File: src/rtl/xrisc_dmem_responder.sv
// xrisc_dmem_responder: word-addressed data RAM with a sticky pass/fail completion monitor on the core's store port
module xrisc_dmem_responder #(
  parameter int DEPTH = 64,
  parameter logic [31:0] DONE_ADDR = 32'd100,
  parameter logic [31:0] DONE_DATA = 32'd25,
  parameter logic [15:0] TIMEOUT = 16'd1000
) (
  input  logic        clk,
  input  logic        reset,
  input  logic        MemWrite,
  input  logic [31:0] DataAdr,
  input  logic [31:0] WriteData,
  output logic [31:0] ReadData,
  output logic        done,
  output logic        pass,
  output logic [1:0]  fail_code,
  output logic [15:0] store_count,
  output logic [15:0] cycle_count
);
  localparam int AW = $clog2(DEPTH);
  localparam logic [1:0] RUN = 2'd0, PASS = 2'd1, FAIL = 2'd2;
  logic [1:0] state;
  logic [31:0] mem [DEPTH];
  logic [AW-1:0] idx;
  logic in_range, aligned, run, mbox, wr, cnt;
  assign idx = DataAdr[AW+1:2];
  assign in_range = DataAdr < 32'(DEPTH * 4);
  assign aligned = DataAdr[1:0] == 2'b00;
  assign run = state == RUN;
  assign mbox = DataAdr == DONE_ADDR;
  assign wr = MemWrite && run && aligned && in_range && !reset;
  assign cnt = MemWrite && run && aligned && (in_range || mbox);
  assign ReadData = in_range && aligned ? mem[idx] : '0;
  assign done = state != RUN;
  assign pass = state == PASS;
  always_ff @(posedge clk)
    if (wr) mem[idx] <= WriteData;
  always_ff @(posedge clk) begin
    if (reset) begin
      state <= RUN;
      fail_code <= 2'd0;
      store_count <= '0;
      cycle_count <= '0;
    end else if (run) begin
      cycle_count <= cycle_count + 16'd1;
      if (cnt && store_count != 16'hFFFF) store_count <= store_count + 16'd1;
      if (MemWrite && !aligned) begin
        state <= FAIL;
        fail_code <= 2'd2;
      end else if (MemWrite && mbox) begin
        state <= WriteData == DONE_DATA ? PASS : FAIL;
        fail_code <= WriteData == DONE_DATA ? 2'd0 : 2'd1;
      end else if (cycle_count == TIMEOUT - 16'd1) begin
        state <= FAIL;
        fail_code <= 2'd3;
      end
    end
  end
endmodule

File: config.mk
export PLATFORM = sky130hd
export DESIGN_NAME = xrisc_dmem_responder
export DESIGN_NICKNAME = d
export VERILOG_FILES = /design/src/rtl/xrisc_dmem_responder.sv
export SDC_FILE = /design/constraint.sdc
export NUM_CORES = 2
export LEC_CHECK = 0
export ABC_AREA = 1
export CAP_MARGIN = 40
export CORE_UTILIZATION = 56
export DETAILED_ROUTE_END_ITERATION = 8
export PLACE_DENSITY = 0.73
export SYNTH_ARGS = -nofsm -noshare
export SYNTH_HDL_FRONTEND = slang
export SYNTH_SLANG_ARGS = --single-unit
File: constraint.sdc
create_clock -name clk -period 4.6 [get_ports clk]
set_input_delay 0.92 -clock clk [delete_from_list [all_inputs] [get_ports clk]]
set_output_delay 0.92 -clock clk [all_outputs]
set_load 0.03 [all_outputs]
## Word level (Yosys, flattened, before mapping)

Memories as Yosys holds them, arrays and structs flattened.
Cells that the tools add are included.

| storage, ports and cells | value |
|---|---|
| bits in writable memories | 2048 |
| output and inout bits | 68 |
| input port bits | 67 |
| bits in registers | 36 |
| memories kept | 1 |

Memory list:

| memory | depth | bits a word | rd ports | clocked after Yosys merged registers in | write ports | line | source |
|---|---|---|---|---|---|---|---|
| mem | 64 | 32 | 1 | 0 | 1 | 23 | `logic [31:0] mem [DEPTH];` |

| cells by class | value |
|---|---|
| reduce and logical (&&, ||, !) cells | 18 |
| mux-type cells | 11 |
| eq/ne operators | 5 |
| $add $sub $neg | 2 |
| order comparisons | 1 |

Operator list:

| operator | count |
|---|---|
| adder 16 x 1 -> 16 bit (second input constant) | 2 |
| == test 32 x 5 -> 1 bit (second input constant) | 1 |
| == test 32 x 7 -> 1 bit (second input constant) | 1 |
| < comparator 32 x 9 -> 1 bit (second input constant) | 1 |
| 2-to-1 mux 32 bit | 1 |
| == test 16 x 10 -> 1 bit (second input constant) | 1 |
| inequality test 16 bit (second input constant) | 1 |
| 2-to-1 mux 2 bit | 7 |
| logical AND 1 bit | 9 |
| logical NOT 2 bit | 2 |
| AND reduction 2 bit | 2 |
| 2-to-1 mux 1 bit | 3 |
| nonzero test 3 bit | 1 |
| == test 2 x 1 -> 1 bit (second input constant) | 1 |
| logical NOT 1 bit | 2 |
| nonzero test 2 bit | 1 |
| logical OR 1 bit | 1 |

## Logic depth before layout (Yosys ltp)

| depth | value |
|---|---|
| word-level depth | 7 |
| gate-level depth with buffers | 15 |
| depth with buffers taken out | 12 |

## Least setup slack after synthesis

Ideal clock, no wire load.

| timing path | value |
|---|---|
| kind | input to register |
| start point | in DataAdr[4] |
| end point | mem mem[25][0] (enable) |
| stages | 7 |
| required time | 4.139 ns |
| slack | 0.143 ns |
| arrival time | 3.996 ns |
| library setup time | 0.461 ns |
| path through | buf_2 -> inv_2 -> buf_2 -> nand3_2 -> buf_4 -> buf_2 -> nor3_1 |

| on the way | value |
|---|---|
| cells in the longest elaborated chain, start to end | 5 |

RTL lines:

| item | line | source |
|---|---|---|
| start, declared | 11 | `input logic [31:0] DataAdr,` |
| < comparator 32 x 9 -> 1 bit | 27 | `assign in_range = DataAdr < 32'(DEPTH * 4);` |
| logical AND 1 bit (2 in a row) | 31 | `assign wr = MemWrite && run && aligned && in_range && !reset;` |
| 2-to-1 mux 1 bit | 37 | `if (wr) mem[idx] <= WriteData;` |
| 2-to-1 mux 1 bit (not written as such) | 37 |  |
| end, declared | 23 |  |

Parallel ways exist; a longest one is shown, timed or not.

## Worst setup path after layout

| timing path | value |
|---|---|
| start point | in DataAdr[2] |
| end point | out ReadData[16] |

| on the way | value |
|---|---|
| cells in the longest elaborated chain, start to end | 3 |
| elaborated cells between the ends (all ways) | 4 |
| classes of those cells | 1 x order compare; 1 x mux; 1 x reduce/logical; 1 x memory |

RTL lines:

| item | line | source |
|---|---|---|
| < comparator 32 x 9 -> 1 bit | 27 |  |
| logical AND 1 bit | 33 | `assign ReadData = in_range && aligned ? mem[idx] : '0;` |
| 2-to-1 mux 32 bit * | 33 |  |
| end, declared | 13 | `output logic [31:0] ReadData,` |

Every way passes the cells marked *; elsewhere a longest branch is shown, timed or not.

==> results.toml <==
[status]
status = "complete, no violations"

[detailed_routing]
routedWlPerCell_um = 26.7
via_per_inst = 6.16
drcViolationCount = 0
drtIter0Drc = 9015
wirelength_um = 247000
dr.pass1.iters = 6
ant_nets = 0
routed-via-count = 56894

[floorplanning]
ios = 135
die_x_um = 387
design.core.area_um2 = 146000
die_h_um = 387
row_count = 140
die-area_um2 = 150000
start_util = 0.566

[placement]
hpwl_um = 137000
portBuffers = 134
gp_congestion = 0.866

[logic_synthesis]
synth-compound-area-share = 0.0743
synth_xor_xnor_area_share = 0.00148
yosysSeqAreaShare = 0.751
synth_top_area_frac = 0.742
synth_edf_count = 2048
avgSynthCellArea_um2 = 12.0
synth_flop_cell = "edfxtp_1"
synth_nets = 6955
yosys_warnings = 0
synth_top_family_by_area = "simple AND/OR/NAND/NOR gates"
syn-cell-area_um2 = 82900
ys_async_sr_fraction = 0
yosys.area_share.simple = 0.147
synthCells = 6886
synthAdderAreaFrac = 0.000302
synth_top_area_cell = "edfxtp_1"
yosys-mux-area-fraction = 0
ys_seq_elements = 2084
yosys.cell_types.count = 29
yosys-top-cells-area = "edfxtp_1, nor2_1, nand2_1, o21ai_0, o22ai_1"

[sta]
drv_slew = 0
hold_viol = 0
finalSetupTns_ps = 0
rsz0062_at_grt = "no"
fin_skew_ps = 32.7
worst_slew_pin_slew_ps = 923
slew_headroom = 0.385
fin_crit_ps = 4550
whs_ps = 402
fmax_mhz = 220
period_share = 0.989
setup_viol = 0

[worst_setup_path]
max_stage_delay_ps = 330
cp.required_ps = 3680
path_cells = "buf_8 -> inv_8 -> buf_16 -> nand3_4 -> buf_12 -> o22ai_1 -> nor2_1 -> nand2_1 -> a21oi_1 -> nand2_1 -> nor2_1 -> buf_4 -> buf_12"
critPathBufInv = 6
worstSetupStartpointType = "primary input"
endpoint_kind = "primary output"
cp_max_fo = 47
critPathArrivalTime_ps = 3630
cpLargestDelayFamily = "buffers and inverters"
cp_slowest_cell = "buf_12"
worstReg2RegStart = "state[1]$_SDFFE_PP0P_"
critPathKind = "in2out"
crit_path_start = "DataAdr[2]"

[layout]
layout_common_cells = "edfxtp_1, nor2_1, nand2_1, o21ai_0, o22ai_1"
fillers = 10198
area_growth_pct = 15.3
final_nets = 7232
post_route_cells_drive_above_1_share = 0.0986
final_common_cell = "edfxtp_1"

[power]
power.leakage_nw = 34.0
power_density_nw_per_um2 = 404
irDropWorstVdd_mv = 0.427

[grt]
grt_start_max_net_pins = 113
first_global_vias = 54248
grt_overflow_total = 0
antenna_found_initial = 15
track_usage = 0.327
grt_pass1_wl_um = 357000

[clocking]
cts.clk_slew.worst_paths_ps = 70
clock_sinks = 2084
clock-root-buffer = "clkbuf_16"
cts_tree = "built"
h-tree-depth = 4
clock_latency_ps = 810
ctsLongestPathBuffers = 3
postCtsSetupBuffers = 0
cts_buffers = 197

[worst_hold_path]
hp-start = "WriteData[26]"
hp-class = "in2reg"

[flow_run]
drv_cap = 0
-- path summary, 6_finish.rpt --
| path | endpoint | slack (ps) | depth (start not counted) |
|---|---|---|---|
| hold / removal | mem[60][26]$_DFFE_PP_ | 400 | 1 |
| setup reg to reg | mem[17][27]$_DFFE_PP_ | 1950 | 7 |
| hold reg to reg | store_count[12]$_SDFFE_PP0P_ | 500 | 2 |
| setup / recovery | ReadData[16] | 50 | 13 |
-- worst reg2reg max path, cell delays in order, from the launching register on --
cell     delay, ps
dfxtp_1        340
nor2_2         360
nand3_1        330
inv_2          230
nand2_1        310
buf_4          310
nor2_4         110
buf_4          330
-- area by class of cell --
| class | count | area [um2] | area share |
|---|---|---|---|
| tap | 1917 | 2400 | 0.0251 |
| antenna | 1 | 2.50 | 0.0000262 |
| clock buffer | 252 | 5260 | 0.0551 |
| multi-input combinational | 4309 | 19100 | 0.199 |
| sequential | 2084 | 62200 | 0.651 |
| timing repair buffer | 449 | 5260 | 0.0551 |
| clock inverter | 107 | 850 | 0.00889 |
| inverter | 122 | 485 | 0.00508 |
-- through the flow --
| step | cells | instance area (um2) | setup slack (ps) | power [mW] | utilization |
|---|---|---|---|---|---|
| 6_report | 9241 | 95500 | 52.7 | 38.6 | 0.653 |
| 5_1_grt | 9240 | 95500 | 15.5 | 39.5 | 0.653 |
| 4_1_cts | 9240 | 95500 | 75.5 | 38.6 | 0.653 |
| 3_5_place_dp | 8881 | 89400 | 104 | 23.3 | 0.611 |
| 3_3_place_gp | 8880 | 89400 | 14.0 | 23.2 | 0.611 |
| 2_1_floorplan | 6886 | 82900 | 143 | 22.2 | - |
-- registers in the layout, indices dropped and copies added, names as in the netlist --
| register | cells |
|---|---|
| cycle_count | 16 |
| fail_code | 2 |
| mem | 2048 |
| state | 2 |
| store_count | 16 |
-- cell families (layout without fill, tap and decap cells) --
family / after synthesis / count (layout)
compound gates: 1103 / 1103
xor+xnor: 14 / 14
fa+ha+maj: 2 / 2
buf+inv: 493 / 930
flops: 2084 / 2084
other cells: 0 / 1
simple gates: 3190 / 3190
-- synthesized netlist by cell type, types with 32 or more instances --
cell type	count
a21oi_1	121
o21bai_1	93
nor2_1	1662
buf_2	171
o22ai_1	319
o21ai_0	560
nand3_1	52
dfxtp_1	36
clkbuf_1	144
buf_4	32
edfxtp_1	2048
inv_1	118
nand2_1	1428
-- where the power goes --
part / switching [mW] / internal, mW
clock: 6.95 / 8.72
combinational: 1.55 / 0.553
sequential: 0.00632 / 20.8
-- layer usage --
metal	global-route usage	part of all wire	up-vias
met5	0	0.00042	-
met4	0.140	0.044	16
met3	0.0834	0.14	696
met2	0.511	0.46	4103
met1	0.437	0.36	27432
li1	-	-	24647
-- timing repair --
action / 4_1_cts / 5_1_grt
resized for setup: 0 / 10
hold endpoints to repair: 0 / 0
endpoints found under the setup margin: 0 / 4
hold buffers: 0 / 0
Note: power is estimated with default switching activity, not from simulation.
